===== config.mk =====
export PLATFORM = sky130hd
export DESIGN_NAME = shift_piso_tx
export DESIGN_NICKNAME = d
export VERILOG_FILES = /design/src/rtl/piso_pkg.sv /design/src/rtl/tx_bit_counter.sv /design/src/rtl/shift_piso_tx.sv
export SDC_FILE = /design/constraint.sdc
export NUM_CORES = 1
export LEC_CHECK = 0
export BUFFER_PORTS_ARGS = -buffer_cell sky130_fd_sc_hd__clkbuf_2
export CAP_MARGIN = 30
export CORE_MARGIN = 2
export CORE_UTILIZATION = 25
export DETAILED_ROUTE_END_ITERATION = 6
export PLACE_DENSITY = 0.51
export SYNTH_ARGS = -nofsm -noshare
export SYNTH_HDL_FRONTEND = slang
export SYNTH_SLANG_ARGS = --single-unit

===== constraint.sdc =====
create_clock -name clk -period 2.47 [get_ports clk]
set_input_delay 0.247 -clock clk [delete_from_list [all_inputs] [get_ports clk]]
set_output_delay 0.247 -clock clk [all_outputs]
set_load 0.02 [all_outputs]

===== src/rtl/piso_pkg.sv =====
// Shared types and constants for the PISO transmitter and its bit counter.
package piso_pkg;

  typedef enum logic {ST_IDLE, ST_SHIFT} state_e;

  localparam logic LR_LSB_FIRST  = 1'b1;
  localparam logic LR_MSB_FIRST  = 1'b0;
  localparam int   DEFAULT_WIDTH = 8;

endpackage


===== src/rtl/tx_bit_counter.sv =====
// Frame bit counter: counts 0..FRAME_LEN-1 and flags the final bit cycle.
module tx_bit_counter #(
  parameter int FRAME_LEN = 8,
  parameter int CW        = $clog2(FRAME_LEN)
) (
  input  logic clk,
  input  logic reset,
  input  logic clr_i,
  input  logic en_i,
  output logic last_o
);

  localparam logic [CW-1:0] LastCnt = CW'(FRAME_LEN - 1);

  logic [CW-1:0] cnt_q;

  // Returning to zero after the last bit keeps the count in range even when FRAME_LEN is not a power of two.
  always_ff @(posedge clk) begin
    if (reset) begin
      cnt_q <= '0;
    end else if (clr_i || (en_i && last_o)) begin
      cnt_q <= '0;
    end else if (en_i) begin
      cnt_q <= cnt_q + 1'b1;
    end
  end

  assign last_o = (cnt_q == LastCnt);

endmodule


===== src/rtl/shift_piso_tx.sv =====
// Parallel-in serial-out transmitter feeding a negedge-sampling SIPO; gapless back-to-back frames.
// Optional even-parity trailer bit enabled by defining PISO_PARITY_EN.
module shift_piso_tx
  import piso_pkg::*;
#(
  parameter int   WIDTH      = DEFAULT_WIDTH,
  parameter logic IDLE_LEVEL = 1'b0
) (
  input  logic             clk,
  input  logic             reset,
  input  logic             start,
  input  logic             lr,
  input  logic [WIDTH-1:0] d_in,
  output logic             s_out,
  output logic             ready,
  output logic             busy,
  output logic             done
);

`ifdef PISO_PARITY_EN
  localparam int FRAME_LEN = WIDTH + 1;
`else
  localparam int FRAME_LEN = WIDTH;
`endif
  localparam int SW = FRAME_LEN;

  state_e        state_q;
  logic [SW-1:0] shreg_q;
  logic          dir_q;
  logic          done_q;
  logic [SW-1:0] load_word;
  logic          last;
  logic          accept;

  // The parity bit sits at the far end of the shift register so it leaves after the data in either direction.
`ifdef PISO_PARITY_EN
  assign load_word = (lr == LR_LSB_FIRST) ? {^d_in, d_in} : {d_in, ^d_in};
`else
  assign load_word = d_in;
`endif

  assign busy   = (state_q == ST_SHIFT);
  assign ready  = (state_q == ST_IDLE) || last;
  assign accept = start && ready;
  assign done   = done_q;
  assign s_out  = !busy ? IDLE_LEVEL :
                  (dir_q == LR_LSB_FIRST) ? shreg_q[0] : shreg_q[SW-1];

  tx_bit_counter #(
    .FRAME_LEN(FRAME_LEN)
  ) u_cnt (
    .clk   (clk),
    .reset (reset),
    .clr_i (accept),
    .en_i  (busy),
    .last_o(last)
  );

  always_ff @(posedge clk) begin
    if (reset) begin
      state_q <= ST_IDLE;
      shreg_q <= '0;
      dir_q   <= 1'b0;
      done_q  <= 1'b0;
    end else begin
      done_q <= 1'b0;
      case (state_q)
        ST_IDLE: begin
          if (start) begin
            shreg_q <= load_word;
            dir_q   <= lr;
            state_q <= ST_SHIFT;
          end
        end
        ST_SHIFT: begin
          if (last) begin
            done_q <= 1'b1;
          end
          if (last && start) begin
            shreg_q <= load_word;
            dir_q   <= lr;
          end else begin
            shreg_q <= (dir_q == LR_LSB_FIRST) ? (shreg_q >> 1) : (shreg_q << 1);
            if (last) begin
              state_q <= ST_IDLE;
            end
          end
        end
        default: state_q <= ST_IDLE;
      endcase
    end
  end

endmodule

==> results_tabular.tex <==
\begin{tabular}{lr}
\hline
Metric & Value \\
\hline
\multicolumn{2}{l}{\textbf{Status}} \\
\quad Status & finished, final reports clean \\
\multicolumn{2}{l}{\textbf{Global route}} \\
\quad Global-route wire length before repair & 2.71 mm \\
\quad Number of global-route vias before repair & 572 \\
\quad Global router's overall resource usage & 9.97\% \\
\quad Remaining Overflow, GRT & 0 \\
\quad Initial antenna violation count & 0 \\
\quad Pin count of the biggest net entering global routing & 18 \\
\multicolumn{2}{l}{\textbf{Detailed routing}} \\
\quad Via count & 656 \\
\quad DRT Pass-1 Iters & 2 \\
\quad Vias per Instance & 4.69 \\
\quad DRT antenna net count & 0 \\
\quad Average routed wire per standard cell & 12.1 um \\
\quad Number of design-rule violations left by the first detailed-router iteration & 18 \\
\quad Wire length reported by the detailed router & 1.70 mm \\
\quad Remaining DRCs & 0 \\
\multicolumn{2}{l}{\textbf{Logic synthesis}} \\
\quad Leading cell types by count after synthesis & 14 x sky130\_fd\_sc\_hd\_\_dfxtp\_1, 13 x sky130\_fd\_sc\_hd\_\_mux2i\_1, 8 x sky130\_fd\_sc\_hd\_\_nand3b\_1 \\
\quad Number of standard cells after synthesis & 85 \\
\quad Proportion of synthesized flip-flops having asynchronous set or reset & 0\% \\
\quad Synth Cell Area & 832 um2 \\
\quad Post-synth EDFFs & 0 \\
\quad Share of the synthesized area in the top cell type & 33.7\% \\
\quad Mean instance size in the synthesized netlist & 9.79 um2 \\
\quad Cell accounting for the most synthesized area & sky130\_fd\_sc\_hd\_\_dfxtp\_1 \\
\quad Share of the yosys chip area belonging to registers & 33.7\% \\
\quad Top area cells in the synthesized netlist & sky130\_fd\_sc\_hd\_\_dfxtp\_1 34\%, sky130\_fd\_sc\_hd\_\_mux2i\_1 16\%, sky130\_fd\_sc\_hd\_\_nand3b\_1 7.2\%, sky130\_fd\_sc\_hd\_\_o221ai\_1 6.3\%, sky130\_fd\_sc\_hd\_\_ha\_1 4.5\% \\
\quad Yosys reg bits & 14 \\
\quad Yosys warns & 0 \\
\quad Total nets after synthesis & 100 \\
\quad Commonest register cell after synthesis & sky130\_fd\_sc\_hd\_\_dfxtp\_1 \\
\quad Most frequently used cell type in the post-synthesis netlist & sky130\_fd\_sc\_hd\_\_dfxtp\_1 \\
\quad Number of unique standard cell types used by synthesis & 25 \\
\multicolumn{2}{l}{\textbf{Clock tree}} \\
\quad Clock latency of the later-clocked register in the worst-skew pair & 0.27 ns \\
\quad H-tree depth reported by CTS & 1 \\
\quad Root cell of the clock tree & sky130\_fd\_sc\_hd\_\_clkbuf\_4 \\
\quad Number of buffers between clock root and the deepest sink & 2 \\
\quad Resized Gates After CTS & 0 \\
\quad CTS buffer count & 3 \\
\quad CTS sink cnt & 14 \\
\quad Number of hold-repair buffers added at the cts stage & 0 \\
\quad Number of buffers inserted to repair setup after CTS & 0 \\
\quad CTS tree & built \\
\quad Clock transition at the registers of the reported paths & 0.08 ns \\
\multicolumn{2}{l}{\textbf{Floorplanning}} \\
\quad DIE AREA & 3810 um2 \\
\quad Core Region & 3100 um2 \\
\quad Core Rows & 20 \\
\quad Boundary pin count & 16 \\
\quad Initial Util & 26.8\% \\
\quad Die span in x & 61.7 um \\
\quad Height of the chip & 61.7 um \\
\multicolumn{2}{l}{\textbf{Timing}} \\
\quad Final setup skew & 0.00130 ns \\
\quad Tmin final & 1.64 ns \\
\quad Maximum clock frequency & 0.611 GHz \\
\quad Final clock period utilization by the worst path & 66.3\% \\
\quad Post-route setup TNS & 0 ns \\
\quad Number of slew-limit violations in the final report & 0 \\
\quad Count of endpoints failing hold in the final timing report & 0 \\
\quad Transition time at the pin with the least slew margin & 0.502 ns \\
\quad Setup repair after global routing missed its margin & false \\
\quad Worst slew margin & 66.5\% \\
\quad Final setup violating endpoints & 0 \\
\multicolumn{2}{l}{\textbf{Power and ir drop}} \\
\quad Worst IR drop on VDD & 110 uV \\
\quad Lkg Pwr & 0.373 nW \\
\quad Power Dens Cells & 490 nW/um2 \\
\multicolumn{2}{l}{\textbf{Placement}} \\
\quad Final GP Congestion & 0.730 \\
\quad Number of buffers added on ports & 15 \\
\quad Cell area after placement & 908 um2 \\
\quad Half-perimeter wire length of the detailed placement result & 1.22 mm \\
\multicolumn{2}{l}{\textbf{Setup path}} \\
\quad Critical path fanouts, max & 4 \\
\quad Worst setup SP type & register \\
\quad Arrival time worst endpoint & 1.39 ns \\
\quad Kind of capture point of the worst setup path & output port \\
\quad Critical path class & register to output port \\
\quad Data required time at the worst endpoint & 2.22 ns \\
\multicolumn{2}{l}{\textbf{Flow run}} \\
\quad Number of max-cap violations & 0 \\
\multicolumn{2}{l}{\textbf{Final layout}} \\
\quad End-of-flow core utilization & 30.0\% \\
\quad Inserted Diodes & 0 \\
\quad Number of nets in the final layout & 113 \\
\quad Synth-to-Final Area Change & 11.9\% \\
\quad Cell area after layout & 931 um2 \\
\quad Proportion of layout cells with a drive suffix above 1 & 24.0\% \\
\multicolumn{2}{l}{\textbf{Worst hold path}} \\
\quad Kind of path behind the tightest hold check & input port to register \\
\hline
\end{tabular}
## logic make-up (layout without fill, tap and decap cells)
family	count (synthesis)	after routing	synth area share [%]
AND/OR/NAND/NOR	30	30	22.0
AO/OA/AOI/OAI	15	15	16.4
flip-flops	14	14	33.7
multiplexers	13	13	15.6
buffers and inverters	10	21	7.82
adder cells (fa/ha/maj)	3	3	4.51
## state kept, by name, summed over array words and instances, names as in the netlist
register / count
busy: 1
dir_q: 1
done: 1
shreg_q: 8
u_cnt.cnt_q: 3
## final cells by class
cell class	instances	area (um2)
tap	44	55.1
timing repair buffer	15	75.1
fill	355	2170
clock buffer	3	22.5
inverter	3	11.3
multi-input combinational	61	487
sequential	14	280
## power breakdown
part | switching, mW | internal, mW
logic | 0.0363 | 0.0373
registers | 0.0164 | 0.239
clock network | 0.0707 | 0.0564
total | 0.123 | 0.333
## cell usage in the layout (no fill, tap or decap), drive strengths merged, types with 2 or more instances in the layout
| master | n |
|---|---|
| clkbuf | 18 |
| nor2b | 5 |
| a211oi | 2 |
| a2111oi | 2 |
| o221ai | 6 |
| nor2 | 7 |
| nand3b | 8 |
| and2 | 2 |
| nand2 | 4 |
| ha | 3 |
| dfxtp | 14 |
| mux2i | 13 |
| nand2b | 2 |
| o32a | 2 |
| inv | 3 |
## routing by layer
metal / vias up / part of all wire [%] / GRT usage (%)
li1: 333 / - / -
met1: 312 / 49 / 12.4
met2: 9 / 46 / 15.3
met3: 2 / 3.0 / 1.86
met4: 0 / 1.6 / 7.29
met5: - / 0 / 0
## through the flow
| step | power, mW | worst slack [ns] | instances | hold WS [ns] |
|---|---|---|---|---|
| after floorplan | 0.316 | 1.14 | 85 | 0.316 |
| after global placement | 0.334 | 1.05 | 137 | 0.505 |
| after detailed placement | 0.335 | 1.04 | 137 | 0.513 |
| after CTS | 0.465 | 0.813 | 140 | 0.218 |
| after global routing | 0.486 | 0.734 | 140 | 0.225 |
| final | 0.456 | 0.833 | 140 | 0.228 |
## critical path, stage by stage (launching register included)
cell	delay, ns
sky130_fd_sc_hd__dfxtp_1	0.33
sky130_fd_sc_hd__ha_1	0.21
sky130_fd_sc_hd__ha_1	0.23
sky130_fd_sc_hd__nand2b_1	0.17
sky130_fd_sc_hd__clkbuf_2	0.18
## worst paths after layout
| kind | startpoint | end | slack (ns) | cells past startpoint |
|---|---|---|---|---|
| setup / recovery | u_cnt.cnt_q[0]$_SDFFE_PP0P_ | ready | 0.83 | 4 |
| hold / removal | lr | dir_q$_SDFFE_PP0P_ | 0.23 | 3 |
| setup reg to reg | u_cnt.cnt_q[0]$_SDFFE_PP0P_ | shreg_q[5]$_SDFFE_PP0P_ | 1.04 | 5 |
| hold reg to reg | shreg_q[6]$_SDFFE_PP0P_ | shreg_q[7]$_SDFFE_PP0P_ | 0.52 | 2 |
No activity file was read; power rests on OpenSTA's default activity.
